`src/rtl/spi_minion_adapter.sv`:
```
// SPI minion packet adapter: turns SPI packets into val/rdy push/pull streams, one small FIFO per direction.
// Optional sticky overrun/underrun flag on port err when SPI_MINION_ADAPTER_ERR_EN is defined.
module spi_minion_adapter #(
    parameter int pack_size = 32,
    parameter int depth     = 2
) (
    input  logic                 clk,
    input  logic                 reset,
    input  logic                 serve,
    input  logic                 seize,
    input  logic [pack_size-1:0] to_device,
    output logic [pack_size-1:0] from_device,
    output logic [pack_size-3:0] push_msg,
    output logic                 push_val,
    input  logic                 push_rdy,
    input  logic [pack_size-3:0] pull_msg,
    input  logic                 pull_val,
    output logic                 pull_rdy,
`ifdef SPI_MINION_ADAPTER_ERR_EN
    output logic                 err,
`endif
    output logic                 dbg_state
);

    localparam int nbits = pack_size - 2;
    localparam int PW    = (depth > 1) ? $clog2(depth) : 1;
    localparam int CW    = PW + 1;
    localparam logic [CW-1:0] FULL_CNT = CW'(depth);

    // Handshakes: a beat transfers on a rising clk edge where val && rdy; val never waits on rdy,
    // and a presented msg holds until it transfers.

    typedef enum logic {
        IDLE   = 1'b0,
        ACTIVE = 1'b1
    } state_t;

    state_t r_state;
    state_t w_state_nxt;
    logic   w_commit;

    logic r_spc_l;
    logic r_val_l;

    logic w_wr;
    logic w_rd;
    logic w_spc;
    logic w_val;

    logic [nbits-1:0] r_push_mem [depth];
    logic [PW-1:0]    r_push_wptr;
    logic [PW-1:0]    r_push_rptr;
    logic [CW-1:0]    r_push_cnt;
    logic             w_push_enq;
    logic             w_push_deq;

    logic [nbits-1:0] r_pull_mem [depth];
    logic [PW-1:0]    r_pull_wptr;
    logic [PW-1:0]    r_pull_rptr;
    logic [CW-1:0]    r_pull_cnt;
    logic             w_pull_enq;
    logic             w_pull_deq;

    assign w_wr  = to_device[pack_size-1];
    assign w_rd  = to_device[pack_size-2];
    assign w_spc = (r_push_cnt != FULL_CNT);
    assign w_val = (r_pull_cnt != '0);

    // ---------------- transaction FSM ----------------
    always_ff @(posedge clk) begin
        if (reset) begin
            r_state <= IDLE;
        end else begin
            r_state <= w_state_nxt;
        end
    end

    // A serve in ACTIVE commits with the old latches; a coincident seize keeps us ACTIVE.
    always_comb begin
        w_state_nxt = r_state;
        w_commit    = 1'b0;
        case (r_state)
            IDLE: begin
                if (seize) begin
                    w_state_nxt = ACTIVE;
                end
            end
            ACTIVE: begin
                w_commit = serve;
                if (serve && !seize) begin
                    w_state_nxt = IDLE;
                end
            end
            default: begin
                w_state_nxt = IDLE;
            end
        endcase
    end

    assign dbg_state = r_state;

    always_ff @(posedge clk) begin
        if (reset) begin
            r_spc_l <= 1'b0;
            r_val_l <= 1'b0;
        end else if (seize) begin
            r_spc_l <= w_spc;
            r_val_l <= w_val;
        end
    end

    // ---------------- push FIFO (SPI -> device) ----------------
    assign w_push_enq = w_commit && w_wr && r_spc_l;
    assign w_push_deq = push_val && push_rdy;
    assign push_val   = (r_push_cnt != '0);
    assign push_msg   = r_push_mem[r_push_rptr];

    always_ff @(posedge clk) begin
        if (w_push_enq) begin
            r_push_mem[r_push_wptr] <= to_device[nbits-1:0];
        end
    end

    always_ff @(posedge clk) begin
        if (reset) begin
            r_push_wptr <= '0;
            r_push_rptr <= '0;
            r_push_cnt  <= '0;
        end else begin
            if (w_push_enq) begin
                r_push_wptr <= r_push_wptr + PW'(1);
            end
            if (w_push_deq) begin
                r_push_rptr <= r_push_rptr + PW'(1);
            end
            if (w_push_enq && !w_push_deq) begin
                r_push_cnt <= r_push_cnt + CW'(1);
            end else if (!w_push_enq && w_push_deq) begin
                r_push_cnt <= r_push_cnt - CW'(1);
            end
        end
    end

    // ---------------- pull FIFO (device -> SPI) ----------------
    // pull_rdy deliberately ignores a same-cycle dequeue so it stays a pure register decode.
    assign pull_rdy   = (r_pull_cnt != FULL_CNT);
    assign w_pull_enq = pull_val && pull_rdy;
    assign w_pull_deq = w_commit && w_rd && r_val_l;

    always_ff @(posedge clk) begin
        if (w_pull_enq) begin
            r_pull_mem[r_pull_wptr] <= pull_msg;
        end
    end

    always_ff @(posedge clk) begin
        if (reset) begin
            r_pull_wptr <= '0;
            r_pull_rptr <= '0;
            r_pull_cnt  <= '0;
        end else begin
            if (w_pull_enq) begin
                r_pull_wptr <= r_pull_wptr + PW'(1);
            end
            if (w_pull_deq) begin
                r_pull_rptr <= r_pull_rptr + PW'(1);
            end
            if (w_pull_enq && !w_pull_deq) begin
                r_pull_cnt <= r_pull_cnt + CW'(1);
            end else if (!w_pull_enq && w_pull_deq) begin
                r_pull_cnt <= r_pull_cnt - CW'(1);
            end
        end
    end

    assign from_device = {w_spc, w_val, (w_val ? r_pull_mem[r_pull_rptr] : {nbits{1'b0}})};

`ifdef SPI_MINION_ADAPTER_ERR_EN
    logic r_err;

    always_ff @(posedge clk) begin
        if (reset) begin
            r_err <= 1'b0;
        end else if (w_commit && ((w_wr && !r_spc_l) || (w_rd && !r_val_l))) begin
            r_err <= 1'b1;
        end
    end

    assign err = r_err;
`endif

endmodule
```
`config.mk`:
```
export PLATFORM = sky130hd
export DESIGN_NAME = spi_minion_adapter
export DESIGN_NICKNAME = d
export VERILOG_FILES = /design/src/rtl/spi_minion_adapter.sv
export SDC_FILE = /design/constraint.sdc
export NUM_CORES = 1
export LEC_CHECK = 0
export BUFFER_PORTS_ARGS = -buffer_cell sky130_fd_sc_hd__buf_2
export CORE_ASPECT_RATIO = 1.4
export CORE_MARGIN = 2
export CORE_UTILIZATION = 53
export CTS_CLUSTER_DIAMETER = 150
export DETAILED_ROUTE_END_ITERATION = 10
export PLACE_DENSITY = 0.8
export SLEW_MARGIN = 0
export SYNTH_ARGS = -nofsm -noshare
export SYNTH_HDL_FRONTEND = slang
export SYNTH_SLANG_ARGS = --single-unit
export TNS_END_PERCENT = 30
```
`constraint.sdc`:
```
create_clock -name clk -period 4.1 [get_ports clk]
set_input_delay 0.615 -clock clk [delete_from_list [all_inputs] [get_ports clk]]
set_output_delay 0.615 -clock clk [all_outputs]
set_load 0.005 [all_outputs]
```
# Word level (Yosys, flattened, before mapping)
# Memories as Yosys holds them, arrays and structs flattened. A register that Yosys moved wholly into a read port is not among the register bits.
# Index checks and enable logic that the tools add are counted.
# totals
regBits	11
mem_bits_rw	120
out_inout_bits	65
n_memories	2
# classes
add_sub_neg	8
eq_ne	2
mux	17
n_bitwise	1
reduce_logical	20
# memory_table
name	depth	width	rd	rd_ports_with_merged_regs	write_ports	line	text
r_pull_mem	2	30	1	1	1	57	logic [nbits-1:0] r_pull_mem [depth];
r_push_mem	2	30	1	1	1	50	logic [nbits-1:0] r_push_mem [depth];
# op_table
operator	n
30-bit 2-to-1 mux	1
1-bit logical AND	11
1-bit 2-to-1 mux	11
2-bit 2-to-1 mux	4
2-bit nonzero test	4
1-bit zero test	5
1-bit adder, second input constant	4
2-bit by 1-bit adder with 2-bit output, second input constant	2
2-bit inequality test, second input constant	2
2-bit by 1-bit subtractor with 2-bit output, second input constant	2
1-bit one-hot mux with 2 select lines	1
1-bit NOT	1

# Longest topological paths before layout
# depth
depth_word	7
mapped_depth	6
depth_no_buf	6

# Least setup slack after synthesis
# No wires, ideal clock.
# synth_timing
path_kind	in2reg
start	input to_device[31]
end	memory r_push_mem[1][0] (netlist bit), enable pin
arrival_time_ps	2038
setup_slack_ps	1645
cell_stages	2
path_buffers	0
path_cell_list	nand4_1 nor2_1
# synth_between
elab_chain_len	4
# synth_lines
item	line	text
start: declaration	11	input logic [pack_size-1:0] to_device,
1-bit logical AND (2 in a row)	113	assign w_push_enq = w_commit && w_wr && r_spc_l;
1-bit 2-to-1 mux	119	if (w_push_enq) begin
1-bit 2-to-1 mux (implied by the code)	120	r_push_mem[r_push_wptr] <= to_device[nbits-1:0];
end: declaration	50	
# No other way between the ends.

# Worst setup path in the final report
# layout_timing
start	register r_pull_cnt[1]
end	output from_device[8]
# layout_between
elab_chain_len	2
# layout_lines
item	line	text
start: declaration	60	logic [CW-1:0] r_pull_cnt;
start signal: assignment	169	r_pull_cnt <= r_pull_cnt + CW'(1);
start signal: assignment	171	r_pull_cnt <= r_pull_cnt - CW'(1);
2-bit nonzero test	67	assign w_val = (r_pull_cnt != '0);
30-bit 2-to-1 mux	176	assign from_device = {w_spc, w_val, (w_val ? r_pull_mem[r_pull_rptr] : {nbits{1'b0}})};
end: declaration	12	output logic [pack_size-1:0] from_device,
# No other way between the ends.

==> reports/qor.yml <==
ant_nets: 0
slowest_delay_ps: 870
clkTransAtPathRegs_ps: 50
fin_worst_hold_slack_ps: 392
p_sw_frac: 0.220
coreArea_um2: 9080
cts_buffer_depth: 2
grt_util_all_layers: 0.177
rows: 41
pin_count: 133
switching_power_mw: 0.785
finalCritPeriodShare: 0.659
dp_hpwl_mm: 5.64
gp_congestion: 0.729
worst-endpoint-required_ps: 3480
htree_levels: 4
yosys_warnings: 0
synth_top_area_cell: "edfxtp_1"
vdd_drop_max_mv: 0.463
hold_path.class: "in2reg"
status: "complete, but fails checks"
avgSynthCellArea_um2: 17.5
post-route-drc-count: 11
die_w_um: 85.9
final_cell_mix: "132 x buf_2, 120 x edfxtp_1, 39 x nor2_1, 31 x mux2i_1, 30 x mux2_2"
start_util: 0.548
crit_type: "reg2out"
pwr-share-clk: 0.433
vias_per_cell: 5.19
drive_above_1_share: 0.456
fin_setup_tns_ps: 0
hold_buffers: 0
ys_async_sr_fraction: 0
failed_checks: "DRC"
cts.repair.resized: 0
syn-cell-area_um2: 4980
yosys-top-cells-area: "edfxtp_1 72%, mux2_2 6.8%, mux2i_1 6.2%"
synth_cell_types: 24
leakage_nw: 2.44
numCtsBuffers: 17
worstPathMaxFanout: 28
finalNetCount: 496
rsz0062_at_grt: "false"
slew_viol_final: 0
grt_pass1_wl_mm: 13.4
grt_start_max_net_pins: 31
synth_ff_type: "edfxtp_1"
clk_latency_ps: 410
max_cap_violations: 0
numClockSinks: 133
start_kind: "flop"
synth_top_area_frac: 0.724
cts_root_buf: "clkbuf_16"
syn_to_final_growth_pct: 27.5
postSynthCellCount: 284
layout_commonest_cell: "buf_2"
skew_ps: 4.84
cts_tree: "done"
antenna_found_initial: 0
seq_power_share: 0.447
cts_setup_buffers: 0
cp_data_arrival_time_ps: 2090
fmax_ghz: 0.370
synth_edf_count: 120
setup-violations-final: 0
power_frac_comb: 0.121
drt_iter0_markers: 127
die_area_um2: 10200
end_kind: "primary output"
grt_overflow_total: 0
yosysSeqAreaShare: 0.776
worst_slew_pin_slew_ps: 1200
drtPass1Iterations: 8
cpMaxStageDelayCell: "nor2_2"
die_y_um: 119
io_buffers: 132
drt_wl_total_mm: 8.69
routed-via-count: 2834
path_cells: "nor2_2 -> buf_4 -> nor2_1 -> buf_2"
ys_seq_elements: 133
intPower_mw: 2.78
wl_per_cell_um: 15.9
syn_nets: 354
min_period_ps: 2700
grt_pass1_vias: 2930
diodes: 0
power_density_nw_per_um2: 562
finalHoldViolations: 0
slew_headroom: 0.202
==> sequential cells by signal, summed over array words and instances (netlist names), named ones only <==
| name | count |
|---|---|
| r_pull_mem | 60 |
| r_push_mem | 60 |
| r_pull_cnt | 2 |
| r_push_cnt | 2 |
| dbg_state | 1 |
| r_pull_rptr | 1 |
| r_pull_wptr | 1 |
| r_push_rptr | 1 |
| r_push_wptr | 1 |
| r_spc_l | 1 |
| r_val_l | 1 |
==> cell type report <==
class	instances	area, um2
Multi-Input combinational cell	132	1020
Fill cell	604	2730
Tap cell	107	134
Inverter	6	22.5
Timing Repair Buffer	136	691
Sequential cell	133	3860
Clock buffer	18	429
Clock inverter	14	184
==> logic make-up (layout without fill, tap and decap cells) <==
logic type / after synthesis / after routing / share of synthesized area
buf+inv: 19 / 174 / 0.0196
xor+xnor: 6 / 6 / 0.0106
flops: 133 / 133 / 0.776
simple gates: 53 / 53 / 0.0468
compound gates: 10 / 10 / 0.0116
fa+ha+maj: 2 / 2 / 0.00503
mux: 61 / 61 / 0.130
==> final timing paths <==
kind                              start                           to  slack, ps  cells after the start
max          r_pull_cnt[1]$_SDFFE_PP0P_               from_device[8]       1400                      4
min                        pull_msg[21]  r_pull_mem[0][21]$_DFFE_PP_        390                      1
max reg2reg        dbg_state$_SDFF_PP0_  r_push_mem[0][10]$_DFFE_PP_       2110                      4
min reg2reg    r_push_wptr$_SDFFE_PP0P_     r_push_wptr$_SDFFE_PP0P_        470                      2
==> power groups by stage <==
stage	Combinational, mW	Sequential [mW]	Clock [mW]
final	0.431	1.59	1.54
after floorplan	0.256	1.61	0
after global routing	0.474	1.60	1.63
after detailed placement	0.433	1.62	0
after CTS	0.438	1.59	1.57
after global placement	0.425	1.62	0
==> through the flow <==
step	setup slack [ps]	power [mW]	utilization	area (um2)	std cells
3_3_place_gp	1830	2.04	0.631	5730	514
5_1_grt	1240	3.70	0.699	6350	546
2_1_floorplan	1640	1.87	-	4980	284
4_1_cts	1340	3.60	0.699	6350	546
6_report	1400	3.57	0.699	6350	546
3_5_place_dp	1750	2.05	0.631	5730	514
==> cells in the mapped netlist, types with 2 or more instances <==
master / count
buf_2: 6
o21ai_0: 3
nand2_1: 2
ha_1: 2
edfxtp_1: 120
a21oi_1: 5
xor2_1: 6
nand4_1: 2
nor2_1: 41
mux2_2: 30
buf_4: 5
mux2i_1: 31
inv_1: 6
or3_1: 2
clkbuf_1: 2
dfxtp_1: 13
==> routing by layer <==
| metal | routed length (um) | track usage |
|---|---|---|
| met5 | 0 | 0 |
| met4 | 127 | 0.0823 |
| met3 | 772 | 0.0726 |
| met2 | 4510 | 0.296 |
| met1 | 3280 | 0.192 |
==> worst max-delay path: cells and delay by family (launching register included) <==
family / cells / cell delay (ps)
buffers and inverters: 2 / 390
DFF: 1 / 360
and+or+nand+nor: 2 / 920
Note: power is estimated with default switching activity, not from simulation.
